[src/rtl/debug_output_pkg.sv]
// Shared type codes and per-pin configuration record for the GPIO debug tap.
package debug_output_pkg;

  localparam int TYPE_W  = 8;
  localparam int VALUE_W = 16;

  localparam logic [TYPE_W-1:0] DBG_NONE      = 8'h00;
  localparam logic [TYPE_W-1:0] DBG_BASE_SIG  = 8'h01;
  localparam logic [TYPE_W-1:0] DBG_THERMO    = 8'h02;
  localparam logic [TYPE_W-1:0] DBG_FORCE_FAN = 8'h03;
  localparam logic [TYPE_W-1:0] DBG_SYNC      = 8'h04;
  localparam logic [TYPE_W-1:0] DBG_STM_IDX   = 8'h05;
  localparam logic [TYPE_W-1:0] DBG_PWM_OUT   = 8'h06;
  localparam logic [TYPE_W-1:0] DBG_SYS_TIME  = 8'h07;
  localparam logic [TYPE_W-1:0] DBG_DIRECT    = 8'h08;

  typedef struct packed {
    logic [TYPE_W-1:0]  dtype;
    logic [VALUE_W-1:0] value;
  } dbg_cfg_t;

endpackage

[src/rtl/debug_output_pulse_stretcher.sv]
// Retriggerable pulse stretcher: OUT reflects whether the counter is nonzero
// after the coming edge, so a registered consumer sees exactly LEN high cycles.
module pulse_stretcher #(
  parameter int STRETCH_W = 16
) (
  input  logic                 CLK,
  input  logic                 RST,
  input  logic                 TRIG,
  input  logic [STRETCH_W-1:0] LEN,
  input  logic                 CLR,
  output logic                 OUT
);

  logic [STRETCH_W-1:0] cnt;
  logic [STRETCH_W-1:0] cnt_d;

  always_comb begin
    // NOTE: default first so every path assigns cnt_d and no latch is inferred.
    cnt_d = cnt;
    if (CLR) begin
      cnt_d = '0;
    end else if (TRIG) begin
      cnt_d = (LEN == '0) ? STRETCH_W'(1) : LEN;
    end else if (cnt != '0) begin
      cnt_d = cnt - STRETCH_W'(1);
    end
  end

  always_ff @(posedge CLK or posedge RST) begin
    // NOTE: non-blocking assignment for state so all flops update together.
    if (RST) begin
      cnt <= '0;
    end else begin
      cnt <= cnt_d;
    end
  end

  assign OUT = (cnt_d != '0);

endmodule

[src/rtl/debug_output.sv]
// GPIO debug tap: each pin shows a selectable internal signal; configuration
// written by the controller takes effect only at a PWM period boundary.
module debug_output
  import debug_output_pkg::*;
#(
  parameter int DEPTH     = 249,
  parameter int NUM_GPIO  = 4,
  parameter int STRETCH_W = 16
) (
  input  logic                        CLK,
  input  logic                        RST,
  input  logic [8:0]                  TIME_CNT,
  input  logic                        UPDATE,
  input  logic                        SYNC,
  input  logic                        THERMO,
  input  logic                        FORCE_FAN,
  input  logic                        OP_MODE,
  input  logic [15:0]                 STM_IDX,
  input  logic [63:0]                 SYS_TIME,
  input  logic [DEPTH-1:0]            PWM_OUT,
  input  logic [TYPE_W*NUM_GPIO-1:0]  DBG_TYPE,
  input  logic [VALUE_W*NUM_GPIO-1:0] DBG_VALUE,
  input  logic                        DBG_SET,
  output logic [NUM_GPIO-1:0]         GPIO_OUT
);

  localparam logic [VALUE_W-1:0] DEPTH_V = VALUE_W'(DEPTH);

  dbg_cfg_t            set_cfg     [NUM_GPIO];
  dbg_cfg_t            pending_cfg [NUM_GPIO];
  dbg_cfg_t            active_cfg  [NUM_GPIO];
  dbg_cfg_t            apply_cfg   [NUM_GPIO];
  logic                pending_vld;
  logic                apply;
  logic [NUM_GPIO-1:0] sync_busy;
  logic [NUM_GPIO-1:0] pin_d;

  // A strobe coincident with UPDATE bypasses the pending stage.
  always_comb begin
    for (int i = 0; i < NUM_GPIO; i++) begin
      set_cfg[i].dtype = DBG_TYPE[i*TYPE_W +: TYPE_W];
      set_cfg[i].value = DBG_VALUE[i*VALUE_W +: VALUE_W];
      apply_cfg[i]     = DBG_SET ? set_cfg[i] : pending_cfg[i];
    end
  end

  assign apply = UPDATE && (DBG_SET || pending_vld);

  always_ff @(posedge CLK or posedge RST) begin
    if (RST) begin
      pending_vld <= 1'b0;
      // NOTE: these arrays are plain flops, so they are reset like any other state.
      for (int i = 0; i < NUM_GPIO; i++) begin
        pending_cfg[i] <= '{dtype: DBG_NONE, value: '0};
        active_cfg[i]  <= '{dtype: DBG_NONE, value: '0};
      end
    end else begin
      if (DBG_SET && !UPDATE) begin
        pending_cfg <= set_cfg;
        pending_vld <= 1'b1;
      end
      if (apply) begin
        active_cfg  <= apply_cfg;
        pending_vld <= 1'b0;
      end
    end
  end

  for (genvar g = 0; g < NUM_GPIO; g++) begin : g_pin
    logic trig;
    logic clr;

    assign trig = SYNC && (active_cfg[g].dtype == DBG_SYNC);
    assign clr  = apply && (apply_cfg[g].dtype != active_cfg[g].dtype);

    pulse_stretcher #(
      .STRETCH_W(STRETCH_W)
    ) u_stretch (
      .CLK (CLK),
      .RST (RST),
      .TRIG(trig),
      .LEN (active_cfg[g].value[STRETCH_W-1:0]),
      .CLR (clr),
      .OUT (sync_busy[g])
    );
  end

  always_comb begin
    pin_d = '0;
    for (int i = 0; i < NUM_GPIO; i++) begin
      case (active_cfg[i].dtype)
        DBG_BASE_SIG:  pin_d[i] = (TIME_CNT < 9'd256);
        DBG_THERMO:    pin_d[i] = THERMO;
        DBG_FORCE_FAN: pin_d[i] = FORCE_FAN;
        DBG_SYNC:      pin_d[i] = sync_busy[i];
        DBG_STM_IDX:   pin_d[i] = OP_MODE && (STM_IDX == active_cfg[i].value);
        DBG_PWM_OUT:   pin_d[i] = (active_cfg[i].value < DEPTH_V) &&
                                  PWM_OUT[active_cfg[i].value[7:0]];
        DBG_SYS_TIME:  pin_d[i] = SYS_TIME[active_cfg[i].value[5:0]];
        DBG_DIRECT:    pin_d[i] = active_cfg[i].value[0];
        default:       pin_d[i] = 1'b0;
      endcase
    end
  end

  always_ff @(posedge CLK or posedge RST) begin
    if (RST) begin
      GPIO_OUT <= '0;
    end else begin
      GPIO_OUT <= pin_d;
    end
  end

endmodule

[config.mk]
export PLATFORM = sky130hd
export DESIGN_NAME = debug_output
export DESIGN_NICKNAME = d
export VERILOG_FILES = /design/src/rtl/debug_output_pkg.sv /design/src/rtl/debug_output_pulse_stretcher.sv /design/src/rtl/debug_output.sv
export SDC_FILE = /design/constraint.sdc
export NUM_CORES = 1
export LEC_CHECK = 0
export CAP_MARGIN = 30
export CELL_PAD_IN_SITES_DETAIL_PLACEMENT = 1
export CELL_PAD_IN_SITES_GLOBAL_PLACEMENT = 2
export CORE_MARGIN = 2
export CORE_UTILIZATION = 32
export CTS_BUF_LIST = sky130_fd_sc_hd__clkbuf_4 sky130_fd_sc_hd__clkbuf_8
export DETAILED_ROUTE_END_ITERATION = 8
export HOLD_SLACK_MARGIN = 0.08
export PLACE_DENSITY = 0.89
export SYNTH_ARGS = -nofsm -noshare
export SYNTH_HDL_FRONTEND = slang
export SYNTH_SLANG_ARGS = --single-unit
export TNS_END_PERCENT = 20
[constraint.sdc]
create_clock -name CLK -period 9.5 [get_ports CLK]
set_clock_uncertainty 0.05 [all_clocks]
set_input_delay 1.9 -clock CLK [delete_from_list [all_inputs] [get_ports CLK]]
set_output_delay 1.9 -clock CLK [all_outputs]
set_load 0.03 [all_outputs]
==> summary.txt, run 1 <==
Synthesis
  • Count of yosys warnings during synthesis: 0
  • Proportion of synthesized chip area in sequential cells: 26.8%
  • Dominant cells by area after synthesis: mux4_2, dfrtp_1, mux2i_1
  • Number of enable-type register cells in the synthesized netlist: 0
  • Post-synthesis net count: 2652
  • Cells after Synth: 2202
  • Mean instance size in the synthesized netlist: 11.1 um2
  • Async set-or-reset flop fraction in the synthesized netlist: 100%
  • Predominant post-synthesis flop cell: dfrtp_1
  • Library cell with the highest instance count after synthesis: mux4_2
  • Commonest cells in the netlist: mux4_2, dfrtp_1, mux2i_1, nand2_1, o21ai_0
  • Yosys top cell by area: mux4_2
  • Area share of the largest cell type after synthesis: 30.0%
  • Total of flip-flops plus latches after synthesis: 261
  • Count of cell types in the netlist: 72
  • Post-synthesis instance area: 24400 um2

Worst setup path
  • Worst setup EP type: flop
  • Start of the worst register-to-register path: active_cfg[25]
  • Required arrival time at the worst endpoint: 9.95 ns
  • Worst-case register-to-register setup slack: 5.00 ns
  • Delay of the slowest cell on the worst path: 0.84 ns
  • Buf/Inv on CP: 3
  • Crit-path leading delay family: buffers and inverters
  • Most used cell, CP: buf_4
  • Slowest cell on the critical path: buf_4
  • End of the critical path: GPIO_OUT[2]
  • Number of cells traversed by the worst register-to-register path: 9
  • Timing startpoint of the critical path: DBG_SET
  • Element type at the critical path start: primary input
  • Critical path peak fanout: 50
  • Signal arrival time at the worst endpoint: 5.56 ns
  • Crit. path cell count: 11
  • Cells traversed along the worst timing path: buf_6 > buf_4 > mux2i_1 > xnor2_1 > nor4_1 > a21oi_1 > buf_4 > a211oi_1 > nor3_1 > a311oi_1 > or4_1
  • Reg-to-reg endpoint: GPIO_OUT[2]
  • Critical path type: primary input to flop

GRT
  • Wire length of the first global-routing pass: 162000 um
  • Number of antenna violations at the first check in global routing: 32
  • Maximum number of pins on one net before global-route repair: 197
  • Overflow left after global routing: 0
  • Via count of the first global-routing pass: 24100
  • GRT Util Overall: 27.6%

STA
  • Post-Route Setup TNS: 0 ns
  • Headroom to the max-slew limit: 36.7%
  • Part of the cycle the worst path needs: 53.7%
  • Endpoints failing hold: 0
  • Slew at the pin with the worst max-slew slack: 0.949 ns
  • Total of endpoints with negative setup slack in the final report: 0
  • Post-layout minimum cycle time: 5.10 ns
  • Highest clock frequency the design can meet: 0.196 GHz
  • Number of slew-limit violations in the final report: 0
  • RSZ-0062 raised after global routing: false
  • Hold WS: 0.450 ns

Place
  • Input/output buffers: 437
  • Cell area after placement: 29500 um2
  • RD Place Congestion: 0.945
  • Detailed placement HPWL: 82300 um

Clock network
  • CTS tree: yes
  • TritonCTS buffer count: 46
  • Deepest clock path buffer count: 3
  • Clock H-tree levels: 2
  • Clock-pin transition on the worst setup and hold timing paths: 0.06 ns
  • Clock root cell: clkbuf_8
  • Number of instances resized during post-cts repair: 0
  • Count of clock tree sinks: 261
  • Insertion delay of the later-clocked pin in the worst-skew pair: 0.59 ns
  • Post-CTS setup-driven buffer insertion count: 0
  • Hold buffers post-CTS: 0

Route
  • Vias per inst: 6.36
  • Initial drt markers: 2099
  • Number of iterations in the first detailed-routing pass: 5
  • Routed wire length per instance: 30.9 um
  • Via total after detailed routing: 22700
  • Residual DRC count: 0
  • Total length of routed wires: 110000 um
  • Antenna Violating Nets Remaining: 0

Layout
  • Post-route cell area: 30700 um2
  • Layout cell share with drive strength beyond 1: 23.1%
  • Total of fill cells in the finished design: 8123
  • Flip-flop and latch area: 6570 um2
  • Area Growth Syn to Fin: 26.1%
  • Utilization after layout: 40.6%
  • Total area of multi-input combinational cells: 16900 um2
  • Final #Nets: 2976

Pwr
  • Peak supply drop: 0.0926 mV
  • P_leak: 0.0113 uW
  • Total power consumption of the routed design: 5970 uW
  • Power per cell area: 194 nW/um2

Floorplanning
  • CORE AREA: 75700 um2
  • Total number of placement rows: 101
  • Overall die width: 280 um
  • Initial Util: 32.2%
  • Die span in y: 280 um
  • Top Ports: 446
  • DIE AREA: 78300 um2

Flow run
  • Number of max-cap violations: 0

Run status
  • Result of the run: complete, no violations

Hold path
  • HP Class: flop to flop
==> registers in the layout (all words and copies together), names as in the netlist <==
| name | count |
|---|---|
| active_cfg | 96 |
| g_pin.u_stretch.cnt | 64 |
| GPIO_OUT | 4 |
| pending_vld | 1 |
| pending_cfg | 96 |
==> area by class of cell <==
cell class	instances	area share (%)
Timing Repair Buffer	481	15.6
Sequential cell	261	21.4
Multi-Input combinational cell	1705	55.0
Clock buffer	69	2.77
Clock inverter	16	0.729
Tap cell	978	3.98
Inverter	31	0.403
Antenna cell	21	0.171
==> placed cells by master (no fill, tap or decap), types with 10 or more instances in the layout <==
cell type          n
nor3_1            55
xor2_1            38
nor4_1            59
a211oi_1          43
diode_2           21
nand4_1           20
dfrtp_1          248
nor4b_1           10
o221ai_1          13
clkbuf_4          16
mux4_2           324
xnor2_1           93
a2111oi_0         10
nand3_1           49
nand3b_1          14
nand2b_1          12
mux2i_1          171
o21ai_0          139
clkbuf_8          53
mux2_2           103
o211ai_1          14
o22ai_1           12
a22oi_1           16
or3_1             13
or4_1             18
inv_1             27
nor2b_1           21
clkdlybuf4s50_1  436
buf_4             39
nand2_1          155
nor2_1           118
a21oi_1           45
a31oi_1           19
==> worst min-delay path, cell delays in order (launching register included) <==
cell and delay, ns:
dfrtp_1 0.35, nand2_1 0.05, o21ai_0 0.06
==> stage by stage <==
step / instances / setup slack [ns]
global route: 3558 / 4.21
floorplan: 2202 / 0.366
global placement: 3453 / 4.07
CTS: 3539 / 4.53
finish: 3562 / 4.40
detailed placement: 3454 / 3.93
==> layer usage <==
metal	routed length [um]	GRT usage, %
met1	41100	33.5
met4	5430	12.8
met5	146	0
met2	53100	45.8
met3	10500	7.39
==> power by group <==
part	internal (uW)	leakage (uW)	switching (uW)
combinational	1420	0.00752	1590
clock	713	0.000560	499
sequential	1350	0.00321	402
total	3480	0.0113	2490
==> worst min-delay path by stage <==
stage / end / startpoint / cells past startpoint
finish: active_cfg[5] / active_cfg[5] / 2
global route: pending_cfg[12] / pending_cfg[12] / 1
CTS: active_cfg[5] / active_cfg[5] / 2
detailed placement: active_cfg[5] / active_cfg[5] / 2
global placement: active_cfg[4] / active_cfg[4] / 2
floorplan: pending_vld / pending_vld / 2
==> kinds of logic (layout without fill, tap and decap cells) <==
group	Yosys count	after routing	synth area share, %
buf+inv	236	597	3.87
fa+ha+maj	8	8	0.411
simple gates	592	592	12.5
mux	598	598	41.7
xor+xnor	131	131	4.71
flops	261	261	26.8
compound gates	376	376	9.96
other cells	0	21	0
No activity file was read; power rests on OpenSTA's default activity.
==> run 2: changes to the inputs <==
- CORE_UTILIZATION: 32 -> 36
- PLACE_DENSITY: 0.89 -> 0.94
- clock period: 9.5 -> 4.8 ns (I/O delays scaled with it)
==> summary.txt, run 2 (synthesized netlist as in run 1, its figures left out) <==
Run status
  • Result of the run: complete, no violations (unchanged)

Worst setup path
  • Start of the worst register-to-register path: active_cfg[73] (was active_cfg[25])
  • Required arrival time at the worst endpoint: 5.17 ns (was 9.95 ns)
  • Timing startpoint of the critical path: active_cfg[73] (was DBG_SET)
  • Delay of the slowest cell on the worst path: 0.90 ns (was 0.84 ns)
  • Critical path peak fanout: 39 (was 50)
  • Slowest cell on the critical path: dfrtp_4 (was buf_4)
  • Element type at the critical path start: flop (was primary input)
  • Crit-path leading delay family: compound AO/OA/AOI/OAI gates (was buffers and inverters)
  • Buf/Inv on CP: 1 (was 3)
  • Cells traversed along the worst timing path: nand2b_1 > o221ai_1 > o22ai_1 > nor4_1 > nand2_1 > a2111oi_0 > buf_4 > nor4_1 > o211ai_1 (was buf_6 > buf_4 > mux2i_1 > xnor2_1 > nor4_1 > a21oi_1 > buf_4 > a211oi_1 > nor3_1 > a311oi_1 > or4_1)
  • Signal arrival time at the worst endpoint: 4.54 ns (was 5.56 ns)
  • Critical path type: flop to flop (was primary input to flop)
  • Most used cell, CP: nor4_1 (was buf_4)
  • Worst setup EP type: flop (unchanged)

STA
  • Endpoints failing hold: 0 (unchanged)
  • Headroom to the max-slew limit: 33.9% (was 36.7%)
  • RSZ-0062 raised after global routing: false (unchanged)
  • Total of endpoints with negative setup slack in the final report: 0 (unchanged)
  • Highest clock frequency the design can meet: 0.240 GHz
  • Worst Slack Setup Final: 0.628 ns (was 4.40 ns)
  • Post-layout minimum cycle time: 4.17 ns
  • Slew at the pin with the worst max-slew slack: 0.992 ns (was 0.949 ns)
  • Number of slew-limit violations in the final report: 0 (unchanged)
  • Part of the cycle the worst path needs: 86.9%
  • Post-Route Setup TNS: 0 ns (unchanged)

Route
  • Antenna Violating Nets Remaining: 0 (unchanged)
  • Routed wire length per instance: 31.7 um (was 30.9 um)
  • Total length of routed wires: 110000 um (about the same)
  • Via total after detailed routing: 23100 (was 22700)
  • Residual DRC count: 0 (unchanged)
  • Number of iterations in the first detailed-routing pass: 7 (was 5)
  • Initial drt markers: 2486 (was 2099)
  • Vias per inst: 6.64 (was 6.36)

Clock network
  • Number of instances resized during post-cts repair: 0 (unchanged)
  • Post-CTS setup-driven buffer insertion count: 0 (unchanged)
  • Insertion delay of the later-clocked pin in the worst-skew pair: 0.59 ns (about the same)
  • Count of clock tree sinks: 261 (unchanged)
  • Clock-pin transition on the worst setup and hold timing paths: 0.06 ns (about the same)
  • Deepest clock path buffer count: 3 (unchanged)
  • TritonCTS buffer count: 45 (was 46)
  • Clock root cell: clkbuf_8 (unchanged)
  • Clock H-tree levels: 2 (unchanged)
  • CTS tree: yes (unchanged)
  • Hold buffers post-CTS: 0 (unchanged)

Place
  • RD Place Congestion: 0.953 (was 0.945)
  • Input/output buffers: 437 (unchanged)
  • Post-Place Worst Slack: 0.642 ns (was 3.93 ns)
  • Dpl cells: 3377 (was 3454)
  • Detailed placement HPWL: 83500 um (was 82300 um)

Layout
  • Most common library cell in the layout ignoring fill and taps: clkdlybuf4s50_1 (unchanged)
  • Utilization after layout: 45.9% (was 40.6%)
  • Post-Layout Cell Count: 3484 (was 3562)
  • Total of fill cells in the finished design: 7311 (was 8123)
  • Area Growth Syn to Fin: 26.3% (was 26.1%)
  • Final #Nets: 3002 (was 2976)
  • Most used cells in the layout excluding fill and tap cells: clkdlybuf4s50_1, mux4_2, dfrtp_1 (unchanged)
  • Top flop regs: active_cfg: 96 flops, pending_cfg: 96 flops, g_pin.u_stretch.cnt: 64 flops (unchanged)
  • Layout cell share with drive strength beyond 1: 23.9% (was 23.1%)

Flow run
  • Number of max-cap violations: 0 (unchanged)

Pwr
  • Power per cell area: 381 nW/um2 (was 194 nW/um2)
  • Peak supply drop: 0.162 mV (was 0.0926 mV)
  • P_leak: 0.0114 uW (was 0.0113 uW)

GRT
  • Via count of the first global-routing pass: 24700 (was 24100)
  • Overflow left after global routing: 0 (unchanged)
  • Wire length of the first global-routing pass: 164000 um (was 162000 um)
  • Maximum number of pins on one net before global-route repair: 121 (was 197)
  • GRT Util Overall: 31.1% (was 27.6%)
  • Number of antenna violations at the first check in global routing: 35 (was 32)

Floorplanning
  • Total number of placement rows: 95 (was 101)
  • Initial Util: 36.3% (was 32.2%)
  • DIE AREA: 69800 um2 (was 78300 um2)
  • CORE AREA: 67000 um2 (was 75700 um2)
  • Top Ports: 446 (unchanged)
  • Overall die width: 264 um (was 280 um)
  • Die span in y: 264 um (was 280 um)

Hold path
  • HP Class: flop to flop (unchanged)
  • Hold Crit Start: active_cfg[5] (unchanged)
[run 2: through the flow]
step / hold slack (ns) / cell area [um2] / total power [uW]
finish: 0.437 / 30800 / 11700
global route: 0.470 / 30800 / 12300
CTS: 0.446 / 30700 / 11600
detailed placement: 0.431 / 29700 / 9320
global placement: 0.420 / 29700 / 9100
floorplan: 0.417 / 24400 / 7180
[run 2: cell type report]
class | count | area (um2) | share of cell area [%]
Clock buffer | 67 | 847 | 2.75
Antenna cell | 24 | 60.1 | 0.195
Inverter | 31 | 120 | 0.390
Sequential cell | 261 | 6570 | 21.3
Timing Repair Buffer | 508 | 5040 | 16.4
Multi-Input combinational cell | 1705 | 16900 | 54.9
Tap cell | 873 | 1090 | 3.55
Clock inverter | 15 | 136 | 0.443
[run 2: worst min-delay path: stages, from the launching register on]
cell and delay, ns:
dfrtp_1 0.34, nand2_1 0.05, o21ai_0 0.06
[run 2: metal layers]
metal / vias up / wire, um / GRT usage (%)
met5: - / 120 / 0
met4: 20 / 6080 / 16.0
met3: 383 / 10300 / 7.63
met2: 1444 / 52700 / 50.6
met1: 11800 / 41200 / 38.6
li1: 9469 / - / -
[run 2: power by group]
group | total, uW | internal [uW] | switching [uW] | leakage, uW
clock | 2250 | 1250 | 1000 | 0.000519
sequential | 3540 | 2660 | 876 | 0.00321
combinational | 5940 | 2860 | 3070 | 0.00767
total | 11700 | 6770 | 4950 | 0.0114
[run 2: worst paths after layout]
| path | endpoint | slack, ns | depth (start not counted) |
|---|---|---|---|
| worst max-delay path | GPIO_OUT[0] | 0.63 | 9 |
| worst min register to register | active_cfg[5] | 0.44 | 2 |
| max in group asynchronous | active_cfg[48] | 2.84 | 3 |
| min in group asynchronous | pending_cfg[11] | 0.76 | 2 |
| worst min-delay path | active_cfg[5] | 0.44 | 2 |
| worst max register to register | GPIO_OUT[0] | 0.63 | 9 |
==> edit (config.mk and constraints of run 1) <==
`DEPTH`: 249 -> 498.
--- a/src/rtl/debug_output.sv
+++ b/src/rtl/debug_output.sv
@@ -5,3 +5,3 @@
 #(
-  parameter int DEPTH     = 249,
+  parameter int DEPTH     = 498,
   parameter int NUM_GPIO  = 4,
Ports: changed (resized PWM_OUT); port bits go from 446 to 695. The function was not compared with the original's and may differ.
==> edit against run 1 <==
  * Global-route usage grew 1.5 points
  * Critical path depth decreased by 2
  * Power up 1.1%
  * Synthesized area up 0.94%
  * Setup slack lost 0.28 ns
  * Fmax shrank 5.2%
  * Die area increased by 0.93%
  * Highest routed layer unchanged
  * Critical endpoint is now GPIO_OUT[3]$_DFF_PP0_
  * Clock power fell by 3%
  * Critical path type unchanged
  * Final area is 1.0% higher
  * Wire length rose by 5.9%
  * Sequential cell count unchanged
==> edit: results (changes against run 1) <==
- Run status: finished clean
- Destination of the critical timing path: GPIO_OUT[3]$_DFF_PP0_
- Standard cell with the maximum stage delay on the critical path: sky130_fd_sc_hd__or4_1
- # port buffers: 444 (+1.6%)
- Final weighted congestion of routability-driven global placement: 0.9862 (+4.3%)
- Pre-CTS worst setup slack: 3.582 ns (-0.3534 ns)
- Crit. Startpoint: SYS_TIME[58]
- Clock Tree Buf Depth: 3 (unchanged)
- Number of design-rule violations left by the first detailed-router iteration: 2264 (+7.9%)
- Vias: 23290 (+2.7%)
- Xor/xnor share of the synthesized area: 4.702% (-0.0082 points)
- Crit path arrival time: 5.70 ns (+0.14 ns)
- Stage delay of the slowest cell on the critical path: 0.68 ns (-0.16 ns)
- Portion of netlist area occupied by mux cells: 41.01% (-0.73 points)
- Setup slack of the most critical reg-to-reg path: 4.58 ns (-0.42 ns)
- Post-DP HPWL: 88490 um (+7.5%)
- Fraction of final layout cells with drive strength greater than 1: 22.53% (-0.60 points)
- Final net count: 3279 (+10%)
- Global-route wire length before repair: 168400 um (+4.0%)
- Root cell of the clock tree: sky130_fd_sc_hd__clkbuf_8
- Most area-consuming cells after synthesis: sky130_fd_sc_hd__mux4_2, sky130_fd_sc_hd__dfrtp_1, sky130_fd_sc_hd__mux2i_1
- Antenna violations before repair: 34 (+6.3%)
- Total clock buffers created by CTS: 47 (+2.2%)
- Vias in the first global route: 24300 (+0.68%)
- Peak supply drop: 0.1353 mV (+46%)
- Final period demand of the worst path: 5.382 ns (+0.2785 ns)
- Leakage power: 11.47 nW (+1.5%)
- Endpoint of the worst hold-timing path: active_cfg[3]$_DFFE_PP0P_
- Adder and majority cell fraction of the synthesized area: 0.4071% (-0.0038 points)
- Max-Slew Margin vs Limit: 29.66% (-7.1 points)
- Largest delay contributor family on the critical path: compound AO/OA/AOI/OAI gates
- Total routing usage reported by global routing: 29.09% (+1.5 points)
- Number of iterations in the first detailed-routing pass: 5 (unchanged)
- Number of different library cells in the post-synthesis netlist: 71 (-1.4%)
- Final routed wirelength across all metal layers: 116700 um (+5.9%)
- Post-synth top cells: sky130_fd_sc_hd__mux4_2, sky130_fd_sc_hd__dfrtp_1, sky130_fd_sc_hd__nand2_1
- Worst R2R Start: active_cfg[48]$_DFFE_PP0P_
- CTS resizes: 0 (unchanged)
- Syn Nets: 2940 (+11%)
- Critical path fanouts, max: 4 (-92%)
- Hold slack: 0.4425 ns (-0.007912 ns)
- Critical hold path startpoint: active_cfg[3]$_DFFE_PP0P_
- Reg2reg end: GPIO_OUT[1]$_DFF_PP0_
- Placed cell count: 3559 (+3.0%)
- Sequential element share of the synthesized area: 26.56% (-0.25 points)
- Synthesized-area fraction occupied by ao, oa, aoi and oai cells: 10.30% (+0.34 points)
- Mean area per synthesized cell: 10.97 sq um (-0.82%)
- Detail-routed net length per standard cell: 31.82 um (+2.9%)
-- edit: cell types whose count changed in the layout (fill, tap and decap cells not counted), sizes merged, moves of 7 or more --
cell / delta
a21oi: +9
xor2: +7
nor2: -12
nand3b: -9
a22oi: +28
o21ai: -24
nor3: -7
or4: +8
clkdlybuf4s50: +7
nand2: +31
and2: +7
-- edit: area by class of cell --
type                            count  area [sq um]
Timing Repair Buffer              489          4863
Clock inverter                     13         121.4
Tap cell                         1030          1289
Fill cell                        8196         44910
Multi-Input combinational cell   1746         17100
Antenna cell                       23         57.56
Inverter                           35         138.9
Sequential cell                   261          6564
Clock buffer                       70         900.9
-- edit: power by group --
part           total, mW  switching (mW)  internal (mW)
Combinational       3.11            1.68           1.43
Sequential          1.75           0.394           1.35
Clock               1.17           0.511          0.662
Total               6.03            2.58           3.45
-- edit: per-layer routing --
metal	wire [um]	GRT usage, %	vias to the layer above
li1	-	-	9572
met1	45910	37.58	11970
met2	52660	44.98	1449
met3	14010	10.40	281
met4	3978	10.04	20
met5	132	0	-
